==> src/rtl/tube_scan_driver.sv <==
// tube_scan_driver: 8-digit multiplexed seven-segment driver with frame-synchronous image commit
module tube_scan_driver #(
    parameter int DIGIT_CYCLES = 40000,
    parameter int BLANK_CYCLES = 400,
    parameter int BLINK_FRAMES = 64
) (
    input  logic        clk,
    input  logic        reset,
    input  logic        load,
    input  logic [39:0] digits,
    input  logic [7:0]  dp,
    input  logic [7:0]  blank_mask,
    input  logic [7:0]  blink_mask,
    output logic        pending,
    output logic        frame_tick,
    output logic [7:0]  tube_en,
    output logic [7:0]  tube_l,
    output logic [7:0]  tube_r
);
    localparam int CW = (DIGIT_CYCLES > 1) ? $clog2(DIGIT_CYCLES) : 1;
    localparam int BW = $clog2(BLINK_FRAMES + 1);
    // Image layout: {digits[39:0], dp[7:0], blank_mask[7:0], blink_mask[7:0]}
    localparam logic [63:0] IMG_RST = {{8{5'd16}}, 8'h00, 8'hFF, 8'h00};

    typedef enum logic {S_BLANK, S_SHOW} state_t;

    state_t        r_state, w_state_nx;
    logic [CW-1:0] r_cnt, w_cnt_nx;
    logic [2:0]    r_idx, w_idx_nx;
    logic [BW-1:0] r_bcnt, w_bcnt_nx;
    logic          r_phase, w_phase_nx;
    logic [63:0]   r_sh, r_cm, w_cm_nx, w_in;
    logic          r_pending, w_pending_nx;
    logic          w_frame_end, w_tick_nx;
    logic [23:0]   w_out_nx;
    logic [7:0]    r_en, r_l, r_r;
    logic          r_tick;

    function automatic logic [7:0] seg_of(input logic [4:0] code);
        case (code)
            5'd0:    return 8'hFC;
            5'd1:    return 8'h60;
            5'd2:    return 8'hDA;
            5'd3:    return 8'hF2;
            5'd4:    return 8'h66;
            5'd5:    return 8'hB6;
            5'd6:    return 8'hBE;
            5'd7:    return 8'hE0;
            5'd8:    return 8'hFE;
            5'd9:    return 8'hF6;
            5'd10:   return 8'hEE;
            5'd11:   return 8'h3E;
            5'd12:   return 8'h9C;
            5'd13:   return 8'h7A;
            5'd14:   return 8'h9E;
            5'd15:   return 8'h8E;
            5'd17:   return 8'h02;
            5'd18:   return 8'h6E;
            5'd19:   return 8'h1C;
            5'd20:   return 8'hCE;
            5'd21:   return 8'h7C;
            default: return 8'h00;
        endcase
    endfunction

    // Returns {tube_en, tube_l, tube_r} for a given scan position and image
    function automatic logic [23:0] drive_of(input state_t s, input logic [2:0] i,
                                             input logic [63:0] img, input logic ph);
        logic [7:0] seg;
        logic       dark;
        logic       show;
        seg  = seg_of(img[24 + 5*int'(i) +: 5]) | {7'd0, img[16 + int'(i)]};
        dark = img[8 + int'(i)] | (img[int'(i)] & ph);
        show = (s == S_SHOW);
        return {(show && !dark) ? (8'b1 << i) : 8'h00,
                (show && i[2])  ? seg : 8'h00,
                (show && !i[2]) ? seg : 8'h00};
    endfunction

    // Next-state: slot timing, digit index, commit, blink, and the output values for next cycle
    always_comb begin
        w_in         = {digits, dp, blank_mask, blink_mask};
        w_frame_end  = (r_state == S_SHOW) && (r_idx == 3'd7) && (r_cnt == CW'(DIGIT_CYCLES - 1));
        w_state_nx   = r_state;
        w_cnt_nx     = r_cnt + 1'b1;
        w_idx_nx     = r_idx;
        if (r_state == S_BLANK && r_cnt == CW'(BLANK_CYCLES - 1))
            w_state_nx = S_SHOW;
        if (r_state == S_SHOW && r_cnt == CW'(DIGIT_CYCLES - 1)) begin
            w_state_nx = S_BLANK;
            w_cnt_nx   = '0;
            w_idx_nx   = r_idx + 3'd1;
        end
        w_cm_nx      = (w_frame_end && (r_pending || load)) ? (load ? w_in : r_sh) : r_cm;
        w_pending_nx = ~w_frame_end & (load | r_pending);
        w_bcnt_nx    = r_bcnt;
        w_phase_nx   = r_phase;
        if (w_frame_end) begin
            w_bcnt_nx  = (r_bcnt == BW'(BLINK_FRAMES - 1)) ? '0 : r_bcnt + 1'b1;
            w_phase_nx = (r_bcnt == BW'(BLINK_FRAMES - 1)) ? ~r_phase : r_phase;
        end
        w_tick_nx    = (w_state_nx == S_SHOW) && (w_idx_nx == 3'd7) && (w_cnt_nx == CW'(DIGIT_CYCLES - 1));
        w_out_nx     = drive_of(w_state_nx, w_idx_nx, w_cm_nx, w_phase_nx);
    end

    // State, image and registered outputs; outputs are computed from next-state so they match the cycle's state
    always_ff @(posedge clk or negedge reset) begin
        if (!reset) begin
            r_state   <= S_BLANK;
            r_cnt     <= '0;
            r_idx     <= '0;
            r_bcnt    <= '0;
            r_phase   <= 1'b0;
            r_sh      <= IMG_RST;
            r_cm      <= IMG_RST;
            r_pending <= 1'b0;
            r_tick    <= 1'b0;
            r_en      <= '0;
            r_l       <= '0;
            r_r       <= '0;
        end else begin
            r_state   <= w_state_nx;
            r_cnt     <= w_cnt_nx;
            r_idx     <= w_idx_nx;
            r_bcnt    <= w_bcnt_nx;
            r_phase   <= w_phase_nx;
            r_sh      <= load ? w_in : r_sh;
            r_cm      <= w_cm_nx;
            r_pending <= w_pending_nx;
            r_tick    <= w_tick_nx;
            {r_en, r_l, r_r} <= w_out_nx;
        end
    end

    assign pending    = r_pending;
    assign frame_tick = r_tick;
    assign tube_en    = r_en;
    assign tube_l     = r_l;
    assign tube_r     = r_r;
endmodule

==> config.mk <==
export PLATFORM = sky130hd
export DESIGN_NAME = tube_scan_driver
export DESIGN_NICKNAME = d
export VERILOG_FILES = /design/src/rtl/tube_scan_driver.sv
export SDC_FILE = /design/constraint.sdc
export NUM_CORES = 1
export LEC_CHECK = 0
export CORE_MARGIN = 5
export CORE_UTILIZATION = 40
export DETAILED_ROUTE_END_ITERATION = 10
export GPL_ROUTABILITY_DRIVEN = 0
export SLEW_MARGIN = 40
export SYNTH_ARGS = -nofsm -noshare
export SYNTH_HDL_FRONTEND = slang
export SYNTH_SLANG_ARGS = --single-unit
==> constraint.sdc <==
create_clock -name clk -period 9 [get_ports clk]
set_input_delay 1.35 -clock clk [delete_from_list [all_inputs] [get_ports clk]]
set_output_delay 1.35 -clock clk [all_outputs]
set_load 0.02 [all_outputs]
==> results.toml <==
[place]
dpl.hpwl_mm = 14.9
post_dp_cell_area_um2 = 9530
port-buffer-count = 92
placedCellCount = 1076

[grt]
grt_pass1_wl_mm = 33.9
overflow = 0
grt_max_degree = 72
grt_pass1_vias = 6342
grt_antenna_before_repair = 0
track_usage_pct = 17.9

[logic_synthesis]
synth_cell_types = 65
yosysWarnings = 0
synthTopCellsByArea = "dfrtp_1 (45%), mux2_2 (11%), dfstp_2 (10%)"
ys.flop_type = "dfrtp_1"
synth_area_um2 = 8390
synth.avg_cell_area_um2 = 11.4
synthCells = 739
yosysSeqAreaShare_pct = 54.7
synthArstFlopShare_pct = 100
yosysTopAreaCellShare_pct = 44.7
synth-edff-count = 0
synth_area_leader_cell = "dfrtp_1"
synth_fp_nets = 817
ys_seq_elements = 182

[sta]
slew_viol_final = 0
tns_ns = 0
period_share_pct = 58.1
finClkSkew_ns = 0.00878
finalSetupViolCount = 0
rsz0062_at_grt = "no"
max_freq_mhz = 191
maxSlewHeadroom_pct = 54.4
hold_viol_final = 0
period_needed_ns = 5.23
worst_slew_pin_slew_ns = 0.666

[clocking]
cts_max_path_buffers = 2
post_cts_buffers = 0
cts.sinks = 182
clk_latency_ns = 0.44
htreeDepth = 4
clockRootBuffer = "clkbuf_16"
hold_buffers = 0
tritoncts = "built"
cts_inserted_buffers = 17
ctsResizeCount = 0
clk_pin_slew_ns = 0.07

[critical_path]
required_ns = 9.33
worstSetupEndpointType = "register"
rrSetupSlack_ns = 3.77
crit_arrival_ns = 5.55
worst_setup_path_start_kind = "register"
critical_path.max_fanout = 35
worstSetupPathType = "register to register"

[floorplanning]
ios = 93
initial_core_util_pct = 40.3
num_rows = 53
die-width_um = 155
die_area_um2 = 24000
die_h_um = 155
coreArea_um2 = 20800

[drt]
postRouteAntennaNets = 0
vias = 5976
wire_per_inst_um = 18.7
first_pass_iters = 5
drtIter0Drc = 460
routed_wl_mm = 20.7
viasPerCell = 5.39
drc = 0

[final_layout]
stdcell_count = 1108
final_cell_mix = "dfrtp_1 (150), clkdlybuf4s50_1 (90), mux2_2 (84), nand2_1 (81), nor2_1 (46)"
layout_commonest_cell = "dfrtp_1"
diodes = 0
syn_to_final_growth_pct = 20.0
fin_nets = 898
fill_cells = 1859
fin_area_um2 = 10100
drive_gt1_share_pct = 20.2

[pwr]
power_mw = 1.66
leakage_nw = 4.45
ir_worst_vdd_mv = 0.119
power.density_nw_per_um2 = 165

[status]
outcome = "finished, final reports clean"

[run]
drv_cap = 0

[worst_hold_path]
min_path_type = "register to register"
## kinds of logic after synthesis
kind of cell	count (synthesis)	share of synthesized area [%]
buffers and inverters	67	3.56
adder cells (fa/ha/maj)	11	1.64
multiplexers	120	15.6
XOR/XNOR	22	2.30
flip-flops	182	54.7
AND/OR/NAND/NOR	224	12.9
AO/OA/AOI/OAI	113	9.27
## final timing paths
path                        endpoint     start  cells after the start
max reg2reg                tube_l[4]  r_idx[0]                     16
min in group asynchronous   r_cm[52]     reset                      1
max                        tube_l[4]  r_idx[0]                     16
min reg2reg                 r_cm[13]  r_cm[13]                      2
min                         r_cm[13]  r_cm[13]                      2
max in group asynchronous   r_cm[54]     reset                      2
## stage by stage
stage	worst slack [ns]	utilization [%]	hold WS [ns]
after floorplan	4.52	-	0.427
after global placement	3.77	45.7	0.441
after detailed placement	3.58	45.8	0.444
after CTS	3.87	48.4	0.455
after global routing	3.46	48.4	0.475
final	3.77	48.4	0.454
## worst max-delay path, cell delays in order (launching register included)
cell       delay [ns]
dfrtp_1          0.67
ha_1             0.25
ha_1             0.27
o21a_1           0.27
nand3_1          0.19
nor2_4           0.55
buf_4            0.49
mux2_2           0.40
a221oi_1         0.39
o21a_1           0.16
a221o_1          0.32
inv_1            0.15
ha_1             0.27
a211o_1          0.28
o2111ai_1        0.07
a31oi_1          0.13
and3_1           0.21
## per-layer routing
metal  share of wire, %  wire length, um  GRT usage [%]  vias up
met3                4.2              872           3.89       36
met1                 44             9170           23.4     2979
met2                 49            10100           28.8      175
li1                   -                -              -     2786
met4                3.0              613           7.70        0
met5                  0                0              0        -
## area by class of cell
type	instances	area (um^2)	area share (%)
Inverter	31	116	1.15
Sequential cell	182	4590	45.6
Timing Repair Buffer	98	972	9.65
Tap cell	275	344	3.42
Clock buffer	18	429	4.26
Clock inverter	14	116	1.15
Multi-Input combinational cell	490	3500	34.8
## synth_stat cells (all sizes together) (11+ instances only)
cell type  count
buf           24
nor3          17
mux2i         36
nand3         25
dfrtp        150
nand2         82
and3          12
dfstp         32
ha            11
inv           29
a21oi         13
mux2          84
xor2          12
o21ai         38
nor2          48
clkbuf        12
## sequential cells by signal (all words and copies together), names as in the netlist, 3 cells and up
name / cells
r_cnt: 16
tube_r: 8
r_sh: 64
tube_en: 8
r_cm: 64
tube_l: 8
r_bcnt: 7
r_idx: 3
## report_power, final
| group | internal [mW] | total (mW) | switching, mW |
|---|---|---|---|
| logic | 0.0524 | 0.104 | 0.0520 |
| clock network | 0.361 | 0.695 | 0.334 |
| registers | 0.852 | 0.859 | 0.00734 |
| total | 1.26 | 1.66 | 0.394 |
Note: power is estimated with default switching activity, not from simulation.
